**src/rtl/cic_decim.sv**
```systemverilog
// cic_decim: ORDER-stage CIC decimator by 2^DECIM_LOG2; out_valid rises 1 clk after the tick edge; no backpressure.
// Define CIC_ROUND_EN for round-half-up with saturation when narrowing to OUT_W; otherwise LSBs are truncated.
module cic_decim #(
  parameter int ORDER      = 3,
  parameter int DECIM_LOG2 = 4,
  parameter int DIFF_DLY   = 1,
  parameter int IN_W       = 1,
  parameter int IN_SIGNED  = 0,
  parameter int OUT_W      = 14
) (
  input  logic                  clk,
  input  logic                  reset,
  input  logic                  in_valid,
  input  logic [IN_W-1:0]       in,
  output logic [OUT_W-1:0]      out,
  output logic                  out_valid,
  output logic [DECIM_LOG2-1:0] phase
);
  localparam int W  = IN_W + ((IN_SIGNED != 0) ? 0 : 1) + ORDER * (DECIM_LOG2 + DIFF_DLY - 1);
  localparam int SH = W - OUT_W;

  logic [W-1:0]          in_ext;
  logic [W-1:0]          integ_q [ORDER];
  logic [W-1:0]          integ_d [ORDER];
  logic [W-1:0]          dly_q   [ORDER][DIFF_DLY];
  logic [W-1:0]          dly_d   [ORDER][DIFF_DLY];
  logic [W-1:0]          comb_in [ORDER+1];
  logic [W-1:0]          y;
  logic [OUT_W-1:0]      y_out;
  logic [OUT_W-1:0]      out_q, out_d;
  logic                  out_valid_q, out_valid_d;
  logic [DECIM_LOG2-1:0] phase_q, phase_d;
  logic                  tick;

  generate
    if (IN_SIGNED != 0) begin : g_sext
      assign in_ext = {{(W-IN_W){in[IN_W-1]}}, in};
    end else begin : g_zext
      assign in_ext = {{(W-IN_W){1'b0}}, in};
    end
  endgenerate

  // Integrators and phase advance only on accepted samples.
  always_comb begin
    phase_d = phase_q;
    integ_d = integ_q;
    tick    = in_valid && (&phase_q);
    if (in_valid) begin
      phase_d    = phase_q + DECIM_LOG2'(1);
      integ_d[0] = integ_q[0] + in_ext;
      for (int k = 1; k < ORDER; k++) begin
        integ_d[k] = integ_q[k] + integ_q[k-1];
      end
    end
  end

  // Comb chain fed by the integrator value that includes the sample accepted on this edge.
  always_comb begin
    dly_d      = dly_q;
    comb_in[0] = integ_d[ORDER-1];
    for (int k = 0; k < ORDER; k++) begin
      comb_in[k+1] = comb_in[k] - dly_q[k][DIFF_DLY-1];
    end
    if (tick) begin
      for (int k = 0; k < ORDER; k++) begin
        dly_d[k][0] = comb_in[k];
        for (int j = 1; j < DIFF_DLY; j++) begin
          dly_d[k][j] = dly_q[k][j-1];
        end
      end
    end
  end

  assign y = comb_in[ORDER];

  generate
    if (SH == 0) begin : g_pass
      assign y_out = y;
    end else begin : g_shape
`ifdef CIC_ROUND_EN
      localparam logic [W:0]       HALF    = (W+1)'(1) << (SH - 1);
      localparam logic [OUT_W:0]   ONE_O   = (OUT_W+1)'(1);
      localparam logic [OUT_W-1:0] MAX_POS = OUT_W'((ONE_O << (OUT_W - 1)) - ONE_O);
      logic [W:0]     rsum;
      logic [OUT_W:0] rsh;
      logic [SH-1:0]  unused_lsb;
      assign rsum       = {y[W-1], y} + HALF;
      assign rsh        = rsum[W:SH];
      assign unused_lsb = rsum[SH-1:0];
      // Only a positive overflow is possible since the rounding offset is positive.
      assign y_out      = (rsh[OUT_W] != rsh[OUT_W-1]) ? MAX_POS : rsh[OUT_W-1:0];
`else
      logic [SH-1:0] unused_lsb;
      assign y_out      = y[W-1:SH];
      assign unused_lsb = y[SH-1:0];
`endif
    end
  endgenerate

  always_comb begin
    out_valid_d = tick;
    out_d       = tick ? y_out : out_q;
  end

  always_ff @(posedge clk) begin
    if (reset) begin
      phase_q     <= '0;
      out_q       <= '0;
      out_valid_q <= 1'b0;
      for (int k = 0; k < ORDER; k++) begin
        integ_q[k] <= '0;
        for (int j = 0; j < DIFF_DLY; j++) begin
          dly_q[k][j] <= '0;
        end
      end
    end else begin
      phase_q     <= phase_d;
      out_q       <= out_d;
      out_valid_q <= out_valid_d;
      integ_q     <= integ_d;
      dly_q       <= dly_d;
    end
  end

  assign out       = out_q;
  assign out_valid = out_valid_q;
  assign phase     = phase_q;
endmodule

```
**config.mk**
```make
export PLATFORM = sky130hd
export DESIGN_NAME = cic_decim
export DESIGN_NICKNAME = d
export VERILOG_FILES = /design/src/rtl/cic_decim.sv
export SDC_FILE = /design/constraint.sdc
export NUM_CORES = 1
export LEC_CHECK = 0
export ABC_AREA = 0
export ABC_CLOCK_PERIOD_IN_PS = 8000
export CORE_MARGIN = 2
export CORE_UTILIZATION = 60
export CTS_BUF_LIST = sky130_fd_sc_hd__clkbuf_4 sky130_fd_sc_hd__clkbuf_8
export DETAILED_ROUTE_END_ITERATION = 12
export PLACE_DENSITY = 0.87
export SYNTH_ARGS = -nofsm -noshare
export SYNTH_HDL_FRONTEND = slang
export SYNTH_SLANG_ARGS = --single-unit
```
**constraint.sdc**
```tcl
create_clock -name clk -period 8 [get_ports clk]
set_input_delay 1.6 -clock clk [delete_from_list [all_inputs] [get_ports clk]]
set_output_delay 1.6 -clock clk [all_outputs]
set_load 0.02 [all_outputs]
```
# After elaboration in Yosys (flattened, before gate mapping)
# Index checks and enable logic that the tools add are counted.
[totals]
register_bits = 103
latchBits = 0
ramBits = 0
rom_bits = 0
in_bits = 4
output_inout_bits = 19
elab_cells = 19
n_memories = 0
[op_classes]
n_addsub = 7
mul = 0
n_div = 0
magnitude_cmp = 0
eq_ne = 0
n_shift = 0
mux = 1
n_bitwise = 0
reduce_logical = 2
[ops]
columns = ["operator", "n"]
rows = [
  ["$sub A14 B14 Y14", 3],
  ["$add A14 B14 Y14", 2],
  ["$add A14 B1 Y14", 1],
  ["$mux W14", 1],
  ["$add A4 B1 Y4 const B", 1],
  ["$reduce_and A4 Y1", 1],
  ["$logic_and A1 B1 Y1", 1],
]

# Longest topological paths before layout
[logic_depth]
depth_word = 5
mapped_depth = 31
depth_no_buf = 31

# Least setup slack after synthesis
# OpenSTA, ideal clock, no wires.
[synth_path]
path_kind = "in2reg"
start = "in in_valid"
end = "reg out_q[13] (netlist: out[13])"
setup_time_ns = 0.103
arrival_ns = 6.920
t_required_ns = 7.897
path_slack_ns = 0.976
cell_stages = 23
path_buffers = 2
path_cell_list = "clkbuf_1 -> buf_1 -> mux2i_1 -> ha_1 -> fa_1 -> nor2b_1 -> o21ai_0 -> a21boi_0 -> o21a_1 -> o21ai_0 -> a21boi_0 -> or3_1 -> and2_1 -> ha_1 -> or3_1 -> and2_1 -> ha_1 -> or3_1 -> o2111a_1 -> or4b_1 -> o211ai_1 -> nor3_1 -> a2111oi_2"
[synth_rtl]
columns = ["item", "line", "rtl"]
rows = [
  ["start, declared", "13", "input logic in_valid,"],
  ["end signal, assigned", "118", "out_q <= out_d;"],
  ["end, declared", "30", "logic [OUT_W-1:0] out_q, out_d;"],
]

==> results.py <==
metrics = {
    "logic_synthesis": {
        "ys_async_sr_fraction": 0,
        "post-synth-top-area-fraction": 0.307,
        "postSynthCellCount": 837,
        "ys_dominant_reg_cell": "sky130_fd_sc_hd__dfxtp_1",
        "syn_area_per_cell_sq_um": 8.02,
        "post_synth_most_frequent_cells": "sky130_fd_sc_hd__dfxtp_1, sky130_fd_sc_hd__nor2_1, sky130_fd_sc_hd__nand2_1",
        "synthesis.yosys.warnings": 0,
        "syn_area_sq_um": 6710,
        "synth-seq-cells": 103,
        "synth-edff-count": 0,
        "seq_area_frac_synth": 0.307,
        "yosys.cell_count.top_type": "sky130_fd_sc_hd__dfxtp_1",
        "synth.distinct_cells": 66,
        "synth_nets": 914,
        "synth_area_leader_cell": "sky130_fd_sc_hd__dfxtp_1",
        "synthTopCellsByArea": "sky130_fd_sc_hd__dfxtp_1, sky130_fd_sc_hd__ha_1, sky130_fd_sc_hd__nor2_1, sky130_fd_sc_hd__a21oi_1, sky130_fd_sc_hd__nand2_1",
    },
    "sta": {
        "final-max-slew-violation-count": 0,
        "slew-limit-headroom": 0.313,
        "tightest_slew_ns": 1.03,
        "timing.final.hold_violations": 0,
        "worst_clock_skew_ns": 0.0148,
        "layout_worst_path_cycle_share": 0.838,
        "period_needed_ns": 6.70,
        "grt_setup_unrepaired": "false",
        "max_freq_ghz": 0.149,
        "final-setup-viol-count": 0,
        "totalNegativeSetupSlack_ns": 0,
    },
    "die": {
        "die-height_um": 110,
        "start_util": 0.617,
        "rows": 38,
        "die-area_sq_um": 12100,
        "core_area_sq_um": 10900,
        "die_width_um": 110,
        "io_pins": 23,
    },
    "global_routing": {
        "via_count_of_the_first_global_routing_pass": 5404,
        "grt_antenna_before_repair": 0,
        "grt_pass1_wl_mm": 22.8,
        "largest_net_degree_at_the_start_of_global_routing": 104,
        "global_route.usage.total": 0.230,
        "globalRoute.totalOverflow": 0,
    },
    "placed_design": {
        "detailed_place.area_sq_um": 7020,
        "place.gp.congestion": 0.837,
        "portBuffers": 22,
        "detailedPlacementHpwl_mm": 8.93,
        "dp_cells": 974,
    },
    "final_layout": {
        "share_of_cells_above_drive_strength_1": 0.0471,
        "final.fill_count": 889,
        "final_design_area_no_fill_sq_um": 7240,
        "insertedDiodeCount": 0,
        "final_cells": 989,
        "syn_to_final_growth_pct": 7.83,
        "finish.net_count": 922,
    },
    "status": {
        "status": "finished, final reports clean",
    },
    "route": {
        "vias_post_dr": 5545,
        "drt-wirelength-per-cell_um": 12.7,
        "drt_first_pass_iters": 5,
        "antenna_left": 0,
        "postRouteWirelength_mm": 12.6,
        "detailedRoute.firstIterationViolations": 241,
        "route.detailed.vias_per_inst": 5.61,
        "drcViolationCount": 0,
    },
    "power_and_ir_drop": {
        "peakVddDrop_uv": 161,
        "power-per-cell-area_nw_per_um2": 168,
        "leakage_nw": 2.93,
    },
    "clock_network": {
        "cts_made_buffers": 9,
        "cts.repair_timing.setup_buffer_count": 0,
        "post_cts_resize_count": 0,
        "cts_max_level": 3,
        "tritoncts": "yes",
        "cts_sinks": 103,
        "hold_buffers": 0,
        "clockBufferDepth": 2,
        "worstSkewPairLatency_ns": 0.37,
        "cts.clk_slew.worst_paths_ns": 0.09,
        "cts.root.buffer_cell": "sky130_fd_sc_hd__clkbuf_8",
    },
    "worst_setup_path": {
        "path_class": "in -> reg",
        "cp_num_buf_inv": 1,
        "worstSetupStartpointType": "input port",
        "critPathMaxFanout": 6,
        "endpoint_kind": "flip-flop",
        "crit_family": "compound AO/OA/AOI/OAI gates",
        "cp.arrival_ns": 6.97,
        "data_required_time_of_the_critical_path_ns": 8.27,
        "crit_slowest_cell": "sky130_fd_sc_hd__or4b_1",
        "worst_path_largest_cell_delay_ns": 0.52,
    },
    "hold_path": {
        "hold_class": "reg -> reg",
    },
    "job": {
        "maxCapViolCount": 0,
    },
}
-- cells in the final DEF, fill, tap and decap left out, types with 3 or more instances in the layout --
cell type / synthesis / final
sky130_fd_sc_hd__clkbuf_8: 0 / 9
sky130_fd_sc_hd__ha_1: 68 / 68
sky130_fd_sc_hd__and3_1: 9 / 9
sky130_fd_sc_hd__nor2_1: 101 / 101
sky130_fd_sc_hd__nor2b_1: 7 / 7
sky130_fd_sc_hd__mux2_2: 3 / 3
sky130_fd_sc_hd__o21ai_0: 31 / 31
sky130_fd_sc_hd__nand3_1: 19 / 19
sky130_fd_sc_hd__nor3_1: 18 / 18
sky130_fd_sc_hd__nor4_1: 5 / 5
sky130_fd_sc_hd__nand3b_1: 5 / 5
sky130_fd_sc_hd__fa_1: 5 / 5
sky130_fd_sc_hd__buf_4: 0 / 5
sky130_fd_sc_hd__mux2i_1: 16 / 16
sky130_fd_sc_hd__xnor2_1: 36 / 36
sky130_fd_sc_hd__or3_1: 8 / 8
sky130_fd_sc_hd__o211ai_1: 6 / 6
sky130_fd_sc_hd__dfxtp_1: 103 / 103
sky130_fd_sc_hd__nand4_1: 7 / 7
sky130_fd_sc_hd__and2_1: 8 / 8
sky130_fd_sc_hd__a21o_1: 10 / 10
sky130_fd_sc_hd__o21bai_1: 8 / 8
sky130_fd_sc_hd__o21a_1: 7 / 7
sky130_fd_sc_hd__a21oi_1: 67 / 67
sky130_fd_sc_hd__a21boi_0: 6 / 6
sky130_fd_sc_hd__nand2_1: 89 / 89
sky130_fd_sc_hd__a211oi_1: 24 / 24
sky130_fd_sc_hd__a31oi_1: 3 / 3
sky130_fd_sc_hd__inv_1: 70 / 70
sky130_fd_sc_hd__clkdlybuf4s50_1: 0 / 20
sky130_fd_sc_hd__o311ai_0: 3 / 3
sky130_fd_sc_hd__o31ai_1: 3 / 3
sky130_fd_sc_hd__or2_2: 5 / 5
sky130_fd_sc_hd__xor2_1: 19 / 19
-- flip-flops by register name (all words and copies together) (netlist names) --
| register | flops |
|---|---|
| dly_q | 42 |
| integ_q | 42 |
| out | 14 |
| out_valid | 1 |
| phase | 4 |
-- power breakdown --
group          total [W]  leakage (nW)  internal (W)  switching, W
registers       0.000520         0.830      0.000516    0.00000372
clock network   0.000357         0.102      0.000179      0.000179
logic           0.000341          2.00      0.000150      0.000191
total            0.00122          2.93      0.000845      0.000373
-- through the flow --
step                      worst slack [ns]  utilization  hold slack (ns)  power, W
final                                 1.30        0.665            0.456   0.00122
after global routing                 0.832        0.665            0.475   0.00129
after CTS                             1.30        0.665            0.460   0.00123
after detailed placement             0.906        0.645            0.447  0.000868
after global placement                1.08        0.645            0.439  0.000860
after floorplan                      0.976            -            0.436  0.000813
-- routing by layer --
metal  GRT usage  vias up  wire length (um)
li1            -     2922                 -
met1       0.269     2543              5830
met2       0.420       61              6250
met3      0.0350       19               255
met4      0.0823        0               261
met5           0        -                 0
-- cell families after synthesis --
kind of cell / count (synthesis) / synth area share
xor gates and xnor gates: 56 / 0.0742
buffers and inverters: 99 / 0.0553
DFF: 103 / 0.307
AOI/OAI and AO/OA: 192 / 0.191
and+or+nand+nor: 295 / 0.202
muxes: 19 / 0.0289
adders and majority gates: 73 / 0.142
-- worst min-delay path, stage by stage (launching register included) --
cell and delay [ns]:
sky130_fd_sc_hd__dfxtp_1 0.32, sky130_fd_sc_hd__nand2_1 0.05, sky130_fd_sc_hd__a21oi_1 0.05
-- worst paths after layout --
kind	start	end	slack (ns)	cells after the start
max	in_valid	out[13]	1.30	25
min	out[4]	out[4]	0.46	2
max reg2reg	integ_q[14]	out[13]	1.51	28
min reg2reg	out[4]	out[4]	0.46	2
-- area by class of cell --
cell class,count,area (sq um),area share
clock buffers,10,131,0.0181
clock inverters,5,83.8,0.0116
inverters,70,263,0.0363
multi-input cells,635,4280,0.591
flip-flops and latches,103,2060,0.285
well taps,140,175,0.0242
repair buffers,26,243,0.0335
(Power assumes the default switching activity.)
